===== src/rtl/spi_reg_bridge.sv =====
// SPI mode-0 peripheral turning each 8+DATA_W bit frame into one register-bus access.
// Inputs sclk/ncs/mosi are already synchronized to clk; all logic is gated by ena.
module spi_reg_bridge #(
   parameter int ADDR_W = 3,
   parameter int DATA_W = 8
) (
   input  logic              clk,
   input  logic              rstb,
   input  logic              ena,
   input  logic              sclk,
   input  logic              ncs,
   input  logic              mosi,
   input  logic [DATA_W-1:0] reg_rdata,
   output logic              miso,
   output logic [ADDR_W-1:0] reg_addr,
   output logic [DATA_W-1:0] reg_wdata,
   output logic              reg_we,
   output logic              frame_err
);

   localparam int CNT_W = (DATA_W > 8) ? $clog2(DATA_W) : 3;

   typedef enum logic [2:0] {
      IDLE = 3'd0,
      CMD  = 3'd1,
      LOAD = 3'd2,
      DATA = 3'd3,
      DONE = 3'd4
   } state_t;

   state_t            state_r, state_s;
   logic [CNT_W-1:0]  bit_cnt_r, bit_cnt_s;
   logic [7:0]        cmd_sr_r, cmd_sr_s;
   logic [DATA_W-1:0] tx_sr_r, tx_sr_s;
   logic [DATA_W-1:0] rx_sr_r, rx_sr_s;
   logic              sclk_prev_r;
   logic              rw_r, rw_s;
   logic              wr_pend_r, wr_pend_s;
   logic              miso_r, miso_s;
   logic [ADDR_W-1:0] reg_addr_r, reg_addr_s;
   logic [DATA_W-1:0] reg_wdata_r, reg_wdata_s;
   logic              reg_we_r, reg_we_s;
   logic              frame_err_r, frame_err_s;
   logic              rise_s, fall_s, abort_s;

   assign rise_s  = sclk & ~sclk_prev_r;
   assign fall_s  = ~sclk & sclk_prev_r;
   assign abort_s = ncs & ((state_r == CMD) | (state_r == LOAD) | (state_r == DATA));

   // State register; holds while ena is low.
   always_ff @(posedge clk or negedge rstb) begin
      if (!rstb) begin
         state_r <= IDLE;
      end else if (ena) begin
         state_r <= state_s;
      end
   end

   // Next-state and datapath decode; an ncs abort overrides any same-cycle sclk edge.
   always_comb begin
      state_s     = state_r;
      bit_cnt_s   = bit_cnt_r;
      cmd_sr_s    = cmd_sr_r;
      tx_sr_s     = tx_sr_r;
      rx_sr_s     = rx_sr_r;
      rw_s        = rw_r;
      wr_pend_s   = wr_pend_r;
      miso_s      = miso_r;
      reg_addr_s  = reg_addr_r;
      reg_wdata_s = reg_wdata_r;
      reg_we_s    = 1'b0;
      frame_err_s = 1'b0;
      if (abort_s) begin
         state_s     = IDLE;
         frame_err_s = 1'b1;
         miso_s      = 1'b0;
         wr_pend_s   = 1'b0;
      end else begin
         case (state_r)
            IDLE: begin
               miso_s    = 1'b0;
               wr_pend_s = 1'b0;
               if (!ncs) begin
                  state_s   = CMD;
                  bit_cnt_s = '0;
               end else begin
                  state_s   = IDLE;
               end
            end
            CMD: begin
               miso_s = 1'b0;
               if (rise_s) begin
                  cmd_sr_s = {cmd_sr_r[6:0], mosi};
                  if (bit_cnt_r == CNT_W'(7)) begin
                     reg_addr_s = cmd_sr_s[ADDR_W-1:0];
                     rw_s       = cmd_sr_s[7];
                     bit_cnt_s  = '0;
                     state_s    = LOAD;
                  end else begin
                     bit_cnt_s  = bit_cnt_r + CNT_W'(1);
                  end
               end else begin
                  cmd_sr_s = cmd_sr_r;
               end
            end
            LOAD: begin
               tx_sr_s = rw_r ? '0 : reg_rdata;
               state_s = DATA;
            end
            DATA: begin
               if (fall_s) begin
                  miso_s  = tx_sr_r[DATA_W-1];
                  tx_sr_s = {tx_sr_r[DATA_W-2:0], 1'b0};
               end else if (rise_s) begin
                  rx_sr_s = {rx_sr_r[DATA_W-2:0], mosi};
                  if (bit_cnt_r == CNT_W'(DATA_W-1)) begin
                     state_s   = DONE;
                     wr_pend_s = rw_r;
                  end else begin
                     bit_cnt_s = bit_cnt_r + CNT_W'(1);
                  end
               end else begin
                  tx_sr_s = tx_sr_r;
               end
            end
            DONE: begin
               if (wr_pend_r) begin
                  reg_we_s    = 1'b1;
                  reg_wdata_s = rx_sr_r;
                  wr_pend_s   = 1'b0;
               end else begin
                  reg_we_s    = 1'b0;
               end
               if (ncs) begin
                  state_s = IDLE;
                  miso_s  = 1'b0;
               end else begin
                  state_s = DONE;
               end
            end
            default: begin
               state_s = IDLE;
               miso_s  = 1'b0;
            end
         endcase
      end
   end

   // Datapath and output registers; pulses stretch across ena-low cycles.
   always_ff @(posedge clk or negedge rstb) begin
      if (!rstb) begin
         bit_cnt_r   <= '0;
         cmd_sr_r    <= 8'h00;
         tx_sr_r     <= '0;
         rx_sr_r     <= '0;
         sclk_prev_r <= 1'b0;
         rw_r        <= 1'b0;
         wr_pend_r   <= 1'b0;
         miso_r      <= 1'b0;
         reg_addr_r  <= '0;
         reg_wdata_r <= '0;
         reg_we_r    <= 1'b0;
         frame_err_r <= 1'b0;
      end else if (ena) begin
         bit_cnt_r   <= bit_cnt_s;
         cmd_sr_r    <= cmd_sr_s;
         tx_sr_r     <= tx_sr_s;
         rx_sr_r     <= rx_sr_s;
         sclk_prev_r <= sclk;
         rw_r        <= rw_s;
         wr_pend_r   <= wr_pend_s;
         miso_r      <= miso_s;
         reg_addr_r  <= reg_addr_s;
         reg_wdata_r <= reg_wdata_s;
         reg_we_r    <= reg_we_s;
         frame_err_r <= frame_err_s;
      end
   end

   assign miso      = miso_r;
   assign reg_addr  = reg_addr_r;
   assign reg_wdata = reg_wdata_r;
   assign reg_we    = reg_we_r;
   assign frame_err = frame_err_r;

endmodule


===== config.mk =====
export PLATFORM = sky130hd
export DESIGN_NAME = spi_reg_bridge
export DESIGN_NICKNAME = d
export VERILOG_FILES = /design/src/rtl/spi_reg_bridge.sv
export SDC_FILE = /design/constraint.sdc
export NUM_CORES = 1
export LEC_CHECK = 0
export BUFFER_PORTS_ARGS = -buffer_cell sky130_fd_sc_hd__buf_2
export CAP_MARGIN = 10
export CORE_AREA = 2 2 69 78
export CTS_CLUSTER_SIZE = 25
export DETAILED_ROUTE_END_ITERATION = 16
export DIE_AREA = 0 0 71 80
export GPL_ROUTABILITY_DRIVEN = 0
export PLACE_DENSITY = 0.64
export REMOVE_ABC_BUFFERS = 1
export SYNTH_ARGS = -nofsm -noshare
export SYNTH_HDL_FRONTEND = slang
export SYNTH_SLANG_ARGS = --single-unit

===== constraint.sdc =====
create_clock -name clk -period 3.85 [get_ports clk]
set_input_delay 0.385 -clock clk [delete_from_list [all_inputs] [get_ports clk]]
set_output_delay 0.385 -clock clk [all_outputs]
set_load 0.01 [all_outputs]

* Word level (Yosys, flattened, before mapping) *
Index checks and enable logic that the tools add are counted.

cells by class
  mux-type cells = 32
  reduce and logical (&&, ||, !) cells = 14
  bitwise operators = 9
  equality and inequality tests = 19
  add/sub/neg operators = 1

operator list
  operator               number
  $mux W3                13
  $mux W8                2
  $pmux W8 S2            1
  $reduce_and A4 Y1      4
  $ne A3 B3 Y1 const B   5
  $pmux W3 S5            1
  $reduce_and A5 Y1      3
  $ne A2 B2 Y1 const B   7
  $mux W1                12
  $pmux W3 S3            1
  $reduce_and A8 Y1      1
  $eq A3 B2 Y1 const B   2
  $eq A3 B3 Y1 const B   2
  $ne A3 B2 Y1 const B   2
  $reduce_and A6 Y1      1
  $reduce_bool A3 Y1     2
  $not A1 Y1             4
  $add A3 B1 Y3 const B  1
  $and A1 B1 Y1          3
  $eq A3 B1 Y1 const B   1
  $logic_not A3 Y1       1
  $pmux W1 S3            1
  $or A1 B1 Y1           2
  $pmux W1 S2            1
  other kinds (2)        2

storage, ports and cells
  register bits after elaboration = 46
  output and inout bits = 14
  logic and storage cells = 88

* Depth between registers and ports, before layout *
Gate-level depths: netlist (run 1).

  depth in word-level cells = 6
  depth in mapped cells = 7

* Worst setup path before layout (run 1) *
Ideal clock, no wire load.

  path type = input-to-reg
  start point = in ncs
  end point = reg cmd_sr_r[0]
  stages = 5
  setup slack = 2.073 ns
  required time = 3.725 ns
  buffers on the path = 1
  data arrival time = 1.653 ns
  cells stage by stage = buf_6 -> nand2b_4 -> or3_4 -> nor3_4 -> mux2_2

on the way
  word-level cells in the longest chain between the ends = 3

ends and longest elaborated chain
  item                         line  RTL
  start, declared              11    input logic ncs,
  $and A1 B1 Y1                48    assign abort_s = ncs & ((state_r == CMD) | (state_r == LOAD) | (state_r == DATA));
  $not A1 Y1 (no line)         n/a
  $reduce_and A4 Y1 (no line)  n/a
  end signal, assigned         166   cmd_sr_r <= cmd_sr_s;
  end, declared                33    logic [7:0] cmd_sr_r, cmd_sr_s;

No other way between the ends.
A chain may end at the register's enable or synchronous reset.

* Worst setup path in the final report (run 1) *
  start point = reg state_r[2]
  end point = reg tx_sr_r[0]

on the way
  word-level cells in the longest chain between the ends = 6
  elaborated cells between the ends (all ways) = 11
  classes of those cells = 4 x eq/ne; 1 x mux; 4 x bitwise; 2 x reduce/logical

ends and longest elaborated chain
  item                                          line    RTL
  start, declared                               31      state_t state_r, state_s;
  start signal, assigned                        55      state_r <= state_s;
  $eq A3 B1 Y1 or $eq A3 B2 Y1 (tied branches)  48, 79
  $or A1 B1 Y1 (2 in series)                    48
  $and A1 B1 Y1                                 48
  $not A1 Y1 (no line)                          n/a
  $reduce_and A4 Y1 (no line)                   n/a
  end signal, assigned                          167     tx_sr_r <= tx_sr_s;
  end, declared                                 34      logic [DATA_W-1:0] tx_sr_r, tx_sr_s;

Several ways; a longest one is shown, not always the timed one.

==> results of run 1 <==
==> through the flow <==
stage / cell area [um2] / setup WS [ns] / util / hold slack [ns]
4_1_cts: 2410 / 1.73 / 0.492 / 0.275
5_1_grt: 2410 / 1.59 / 0.492 / 0.337
3_5_place_dp: 2300 / 1.75 / 0.469 / 0.474
2_1_floorplan: 2090 / 1.93 / - / 0.0894
3_3_place_gp: 2300 / 1.79 / 0.469 / 0.474
6_report: 2410 / 1.72 / 0.492 / 0.220
==> kinds of logic after synthesis <==
family	Yosys count
AND/OR/NAND/NOR	51
flip-flops	46
AO/OA/AOI/OAI	40
multiplexers	28
buffers and inverters	17
adder cells (fa/ha/maj)	2
XOR/XNOR	1
==> registers in the layout, summed over array words and instances, names as in the netlist <==
name         count
state_r          3
miso             1
tx_sr_r          8
reg_we           1
bit_cnt_r        3
reg_wdata        8
cmd_sr_r         7
rx_sr_r          8
rw_r             1
frame_err        1
reg_addr         3
wr_pend_r        1
sclk_prev_r      1
==> routing by layer <==
layer  vias to the layer above  routed length (um)  track usage
met5                         -                   0            0
met4                         0                  16       0.0396
met3                         2                 157       0.0505
met2                        26                1800        0.219
met1                       681                1790        0.179
li1                        696                   -            -
==> final cells by class <==
type / instances / area share
Clock inverter: 3 / 0.0182
Timing Repair Buffer: 27 / 0.0561
Tap cell: 58 / 0.0301
Sequential cell: 46 / 0.478
Clock buffer: 5 / 0.0286
Inverter: 6 / 0.00935
Multi-Input combinational cell: 122 / 0.380
==> final timing paths <==
| path | start | to | cells after the start |
|---|---|---|---|
| max in group asynchronous | rstb | reg_addr[1] | 1 |
| min in group clk | sclk | sclk_prev_r | 3 |
| worst max-delay path | state_r[2] | tx_sr_r[0] | 3 |
| worst min-delay path | rstb | bit_cnt_r[0] | 1 |
| worst max register to register | state_r[2] | tx_sr_r[0] | 3 |
| worst min register to register | bit_cnt_r[0] | bit_cnt_r[0] | 1 |
==> cells in the final DEF (no fill, tap or decap), types with 5 or more instances in the layout <==
cell type   n
nor2_1     12
o31ai_1     6
o21ai_0    14
dfrtp_1    46
mux2_2     28
nand2_1     8
inv_1       6
a21oi_1    15
nor3b_1     9
clkbuf_8    5
buf_2      27
==> power by group through the flow <==
stage / registers (W) / logic (W) / clock network, W
finish: 0.000620 / 0.000203 / 0.000368
global route: 0.000634 / 0.000234 / 0.000393
CTS: 0.000621 / 0.000206 / 0.000377
detailed placement: 0.000632 / 0.000204 / 0
global placement: 0.000628 / 0.000201 / 0
floorplan: 0.000615 / 0.000157 / 0
==> results.txt, run 1 <==
num ports = 28
Buffers & Inverters on Critical Path = 0
Logic pwr share = 0.170
kind of critical path = reg -> reg
status = finished, final reports clean
main combinational cell family by area after synthesis = multiplexers
fmax = 469 MHz
Crit path required time = 4.04 ns
H-tree levels = 2
ys async rst share = 1.00
Reg area = 0.00115 mm2
layout cell share with drive strength beyond 1 = 0.340
crit path time final = 2.13 ns
clock tree buffer depth = 2
TNS Setup = 0 ns
mux cell area share after synthesis = 0.147
Synth Area in XOR/XNOR = 0.00408
clk sink count = 46
RSZ-0062 raised after global routing = false
largest net degree at the start of global routing = 47
Die Span X = 71 um
Syn. warnings = 0
leak pwr = 1.15 nW
Synth top cells by count = dfrtp_1, mux2_2, a21oi_1, o21ai_0, nor2_1
Slew headroom = 0.338
Num CTS Buffers = 5
Setup crit end kind = flop
Synth top area share = 0.536
non-filler cells, final = 267
CTS tree = yes
Hold Violations, Final = 0
simple-gate portion of the synthesized area = 0.146
fin nets = 224
Site Rows = 27
Worst-path clk slew = 0.09 ns
fin crit share = 0.554
clk_skew = 0.00746 ns
Syn Inst Count = 185
Mapped Avg Cell Area = 11.6 um2
post-CTS sizing = 0
Worst path slowest cell = a2111oi_4
mapped cell area = 0.00215 mm2
core area = 0.00490 mm2
Synth area leader = dfrtp_1
compound-gate portion of the synthesized area = 0.118
flops & latches, synth = 46
wire length per cell = 14.1 um
clk_lat worst skew = 0.31 ns
setup slack, reg-to-reg = 1.72 ns
Root Buffer Master = clkbuf_8
crit-path max cell delay = 0.78 ns
top cells by area, synth = dfrtp_1, mux2_2, a21oi_1
ANT cells = 0
DR DRC count = 0
most frequent cell after synthesis = dfrtp_1
HPWL after DPL = 2560 um
drt pass-1 iters = 4
Max Fanout on Critical Path = 15
Via Count = 1,405
crit start category = flop
# Post-CTS Setup Buffers = 0
Post-Route WL = 3760 um
initial antenna violation count = 0
cts hold-fix bufs = 0
starting density of the core = 0.438
Post-synth EDFFs = 0
sequential fraction of the synthesis area = 0.536
Worst VDD drop = 282 uV
area grow syn2layout = 12.3%
Fillers = 435
CP cell instances = nand2b_2, a2111oi_4, mux2_2
placed insts = 259
NetSw = 0.000344 W
worst hold path class = in -> async
Max Cap Viol = 0
initial DRC count = 84
share of power burned in registers = 0.521
Worst Tran Pin Value = 0.992 ns
overall power = 0.00119 W
final setup violation count = 0
multi-input logic area = 916 um2
DR vias/cell = 5.26
pwr dens = 495 mW/mm2
GRT Util Overall = 0.139
Worst EP arrival = 2.33 ns
vias in the first global route = 1,298
Clock power frac = 0.309
Final ANT Viol Nets = 0
Synth Area in Adders = 0.0117
first-pass GRT wire length = 6130 um
max-slew violations = 0
Synth Flop Type = dfrtp_1
Sw Share = 0.289
Synth cell types = 35
Int Pwr = 0.000847 W
Top Family by Delay on Critical Path = compound AO/OA/AOI/OAI gates
Port Buf Inserts = 27
full die area = 0.00568 mm2
Die Y = 80 um
Overflow after GRT = 0
Power figures use the tool's default switching activity.
==> run 2, diff against run 1 <==
Settings changed: ABC_AREA set to 1.
Clock period 3.85 ns to 2.17 ns, I/O delays scaled along.
==> results.txt, run 2 <==
RSZ-0062 raised after global routing = false
pwr dens = 971 mW/mm2 (+96%)
most frequent cell after synthesis = nand2_1
initial antenna violation count = 0 (unchanged)
clock tree buffer depth = 2 (unchanged)
fin crit share = 0.774 (+0.219)
CTS tree = yes
Max Fanout on Critical Path = 17 (+2)
Synth cell types = 23 (-34%)
crit path time final = 1.68 ns (-0.455 ns)
cell depth of the worst setup path = 3 (unchanged)
Worst VDD drop = 367 uV (+30%)
ANT cells = 0 (unchanged)
num ports = 28 (unchanged)
fin nets = 306 (+37%)
Site Rows = 27 (unchanged)
Worst path slowest cell = nand4_1
layout cell share with drive strength beyond 1 = 0.151 (-0.189)
Final Util = 0.495 (+0.00281)
Via Count = 1,671 (+19%)
Synth area leader = dfrtp_1
clk_lat worst skew = 0.30 ns (about the same)
starting density of the core = 0.434 (-0.00383)
Synth top area share = 0.541 (+0.00473)
area grow syn2layout = 13.9%
ys async rst share = 1.00 (unchanged)
vias in the first global route = 1,543 (+19%)
TNS Setup = 0 ns (unchanged)
drt pass-1 iters = 4 (unchanged)
first-pass GRT wire length = 6890 um (+13%)
commonest non-fill, non-tap cell in the layout = nand2_1
GRT Util Overall = 0.157 (+0.0186)
Worst EP arrival = 1.88 ns (-0.45 ns)
DR DRC count = 0 (unchanged)
Hold Violations, Final = 0 (unchanged)
final setup violation count = 0 (unchanged)
Mapped Avg Cell Area = 8.15 um2 (-30%)
sequential fraction of the synthesis area = 0.541 (+0.00473)
largest net degree at the start of global routing = 31 (-34%)
Worst Hold Depth = 3
Slew headroom = 0.564 (+0.225)
core area = 0.00490 mm2 (unchanged)
top cells by area, synth = dfrtp_1, nand2_1, o21ai_0
Die Span X = 71 um (unchanged)
crit start category = flop
leak pwr = 1.23 nW (+6.8%)
H-tree levels = 2 (unchanged)
status = finished, final reports clean
Max Cap Viol = 0 (unchanged)
Num CTS Buffers = 5 (unchanged)
clk sink count = 46 (unchanged)
Final ANT Viol Nets = 0 (unchanged)
Worst Tran Pin Value = 0.655 ns (-0.338 ns)
Port Buf Inserts = 27 (unchanged)
Synth top cells by count = nand2_1, dfrtp_1, inv_1, o21ai_0, nand3_1
full die area = 0.00568 mm2 (unchanged)
post-CTS sizing = 0 (unchanged)
Top Family by Delay on Critical Path = simple AND/OR/NAND/NOR gates
CP cell instances = nor2_2, nand4_1, o21ai_0
wire length per cell = 11.5 um (-18%)
FF-to-FF path depth = 3 (unchanged)
mapped cell area = 0.00213 mm2 (-0.87%)
Setup crit end kind = flop
placed insts = 340 (+31%)
worst hold path class = in -> reg
flops & latches, synth = 46 (unchanged)
Syn. warnings = 0 (unchanged)
Syn Inst Count = 261 (+41%)
crit-path max cell delay = 0.51 ns (-0.27 ns)
Die Y = 80 um (unchanged)
Post-synth EDFFs = 0 (unchanged)
non-filler cells, final = 349 (+31%)
Worst-path clk slew = 0.08 ns (about the same)
Buffers & Inverters on Critical Path = 0 (unchanged)
Root Buffer Master = clkbuf_8
Synth Flop Type = dfrtp_1
Overflow after GRT = 0 (unchanged)
Post-Route WL = 4010 um (+6.7%)
leading cell types in the layout, fill and taps excluded = nand2_1, dfrtp_1, inv_1
initial DRC count = 66 (-21%)
HPWL after DPL = 2880 um (+13%)
clk_skew = 0.00423 ns (-0.00323 ns)
kind of critical path = reg -> reg
fmax = 596 MHz (+27%)
max-slew violations = 0 (unchanged)
Crit path required time = 2.37 ns (-1.67 ns)
DR vias/cell = 4.79 (-9.0%)
[run 2: cell count changes after synthesis, moves of 11 or more]
cell and change:
o21ai_0 +16, o21ai_1 +14, a21oi_1 -11, inv_1 +26
nand3_1 +19, mux2_2 -28, nand2_1 +65
[run 2: worst reg2reg max path: cells and delay by family, from the launching register on]
family,cells,cell delay (ns)
AOI/OAI and AO/OA,1,0.37
DFF,1,0.47
and+or+nand+nor,2,0.74
[run 2: repair_timing]
item,4_1_cts,5_1_grt
hold buffers,1,0
hold endpoints to repair,28,0
buffers inserted,0,0
[run 2: logic make-up (layout without fill, tap and decap cells)]
kind of cell    Yosys count  count (layout)  synth area share
buf+inv                  42              72            0.0818
simple gates            122             122             0.245
flops                    46              46             0.541
fa+ha+maj                 2               2            0.0118
compound gates           49              49             0.121
[run 2: power by group]
part           switching (W)  leakage (nW)  internal, W
clock               0.000281        0.0514     0.000343
sequential          0.000110         0.611      0.00104
combinational       0.000376         0.567     0.000204
total               0.000767          1.23      0.00159
[run 2: per-stage QoR]
step | setup slack (ns) | hold slack [ns] | power [W] | area [um2]
floorplan | 0.799 | -0.0786 | 0.00159 | 2080
global placement | 0.550 | 0.288 | 0.00173 | 2300
detailed placement | 0.498 | 0.284 | 0.00175 | 2300
CTS | 0.467 | 0.176 | 0.00239 | 2420
global route | 0.239 | 0.186 | 0.00255 | 2420
finish | 0.491 | 0.177 | 0.00235 | 2420
[run 2: layout make-up]
cell class              instances  area, um2
flip-flops and latches         46       1150
repair buffers                 30        160
well taps                      58       72.6
inverters                      34        128
clock inverters                 2       37.5
multi-input cells             173        802
fillers                       470       2470
clock buffers                   6       72.6
[run 2: worst paths after layout]
check	slack [ns]	from	to
min in group asynchronous	0.47	rstb	tx_sr_r[4]
max in group asynchronous	1.11	rstb	frame_err
setup / recovery	0.49	state_r[1]	reg_wdata[2]
setup reg to reg	0.49	state_r[1]	reg_wdata[2]
hold / removal	0.18	sclk	sclk_prev_r
hold reg to reg	0.48	reg_wdata[6]	reg_wdata[6]
[run 2: layer usage]
metal / GRT usage / up-vias / routed length (um)
met2: 0.246 / 32 / 1860
met4: 0.0755 / 0 / 78
met3: 0.0455 / 5 / 192
met1: 0.200 / 751 / 1880
met5: 0 / - / 0
li1: - / 883 / -
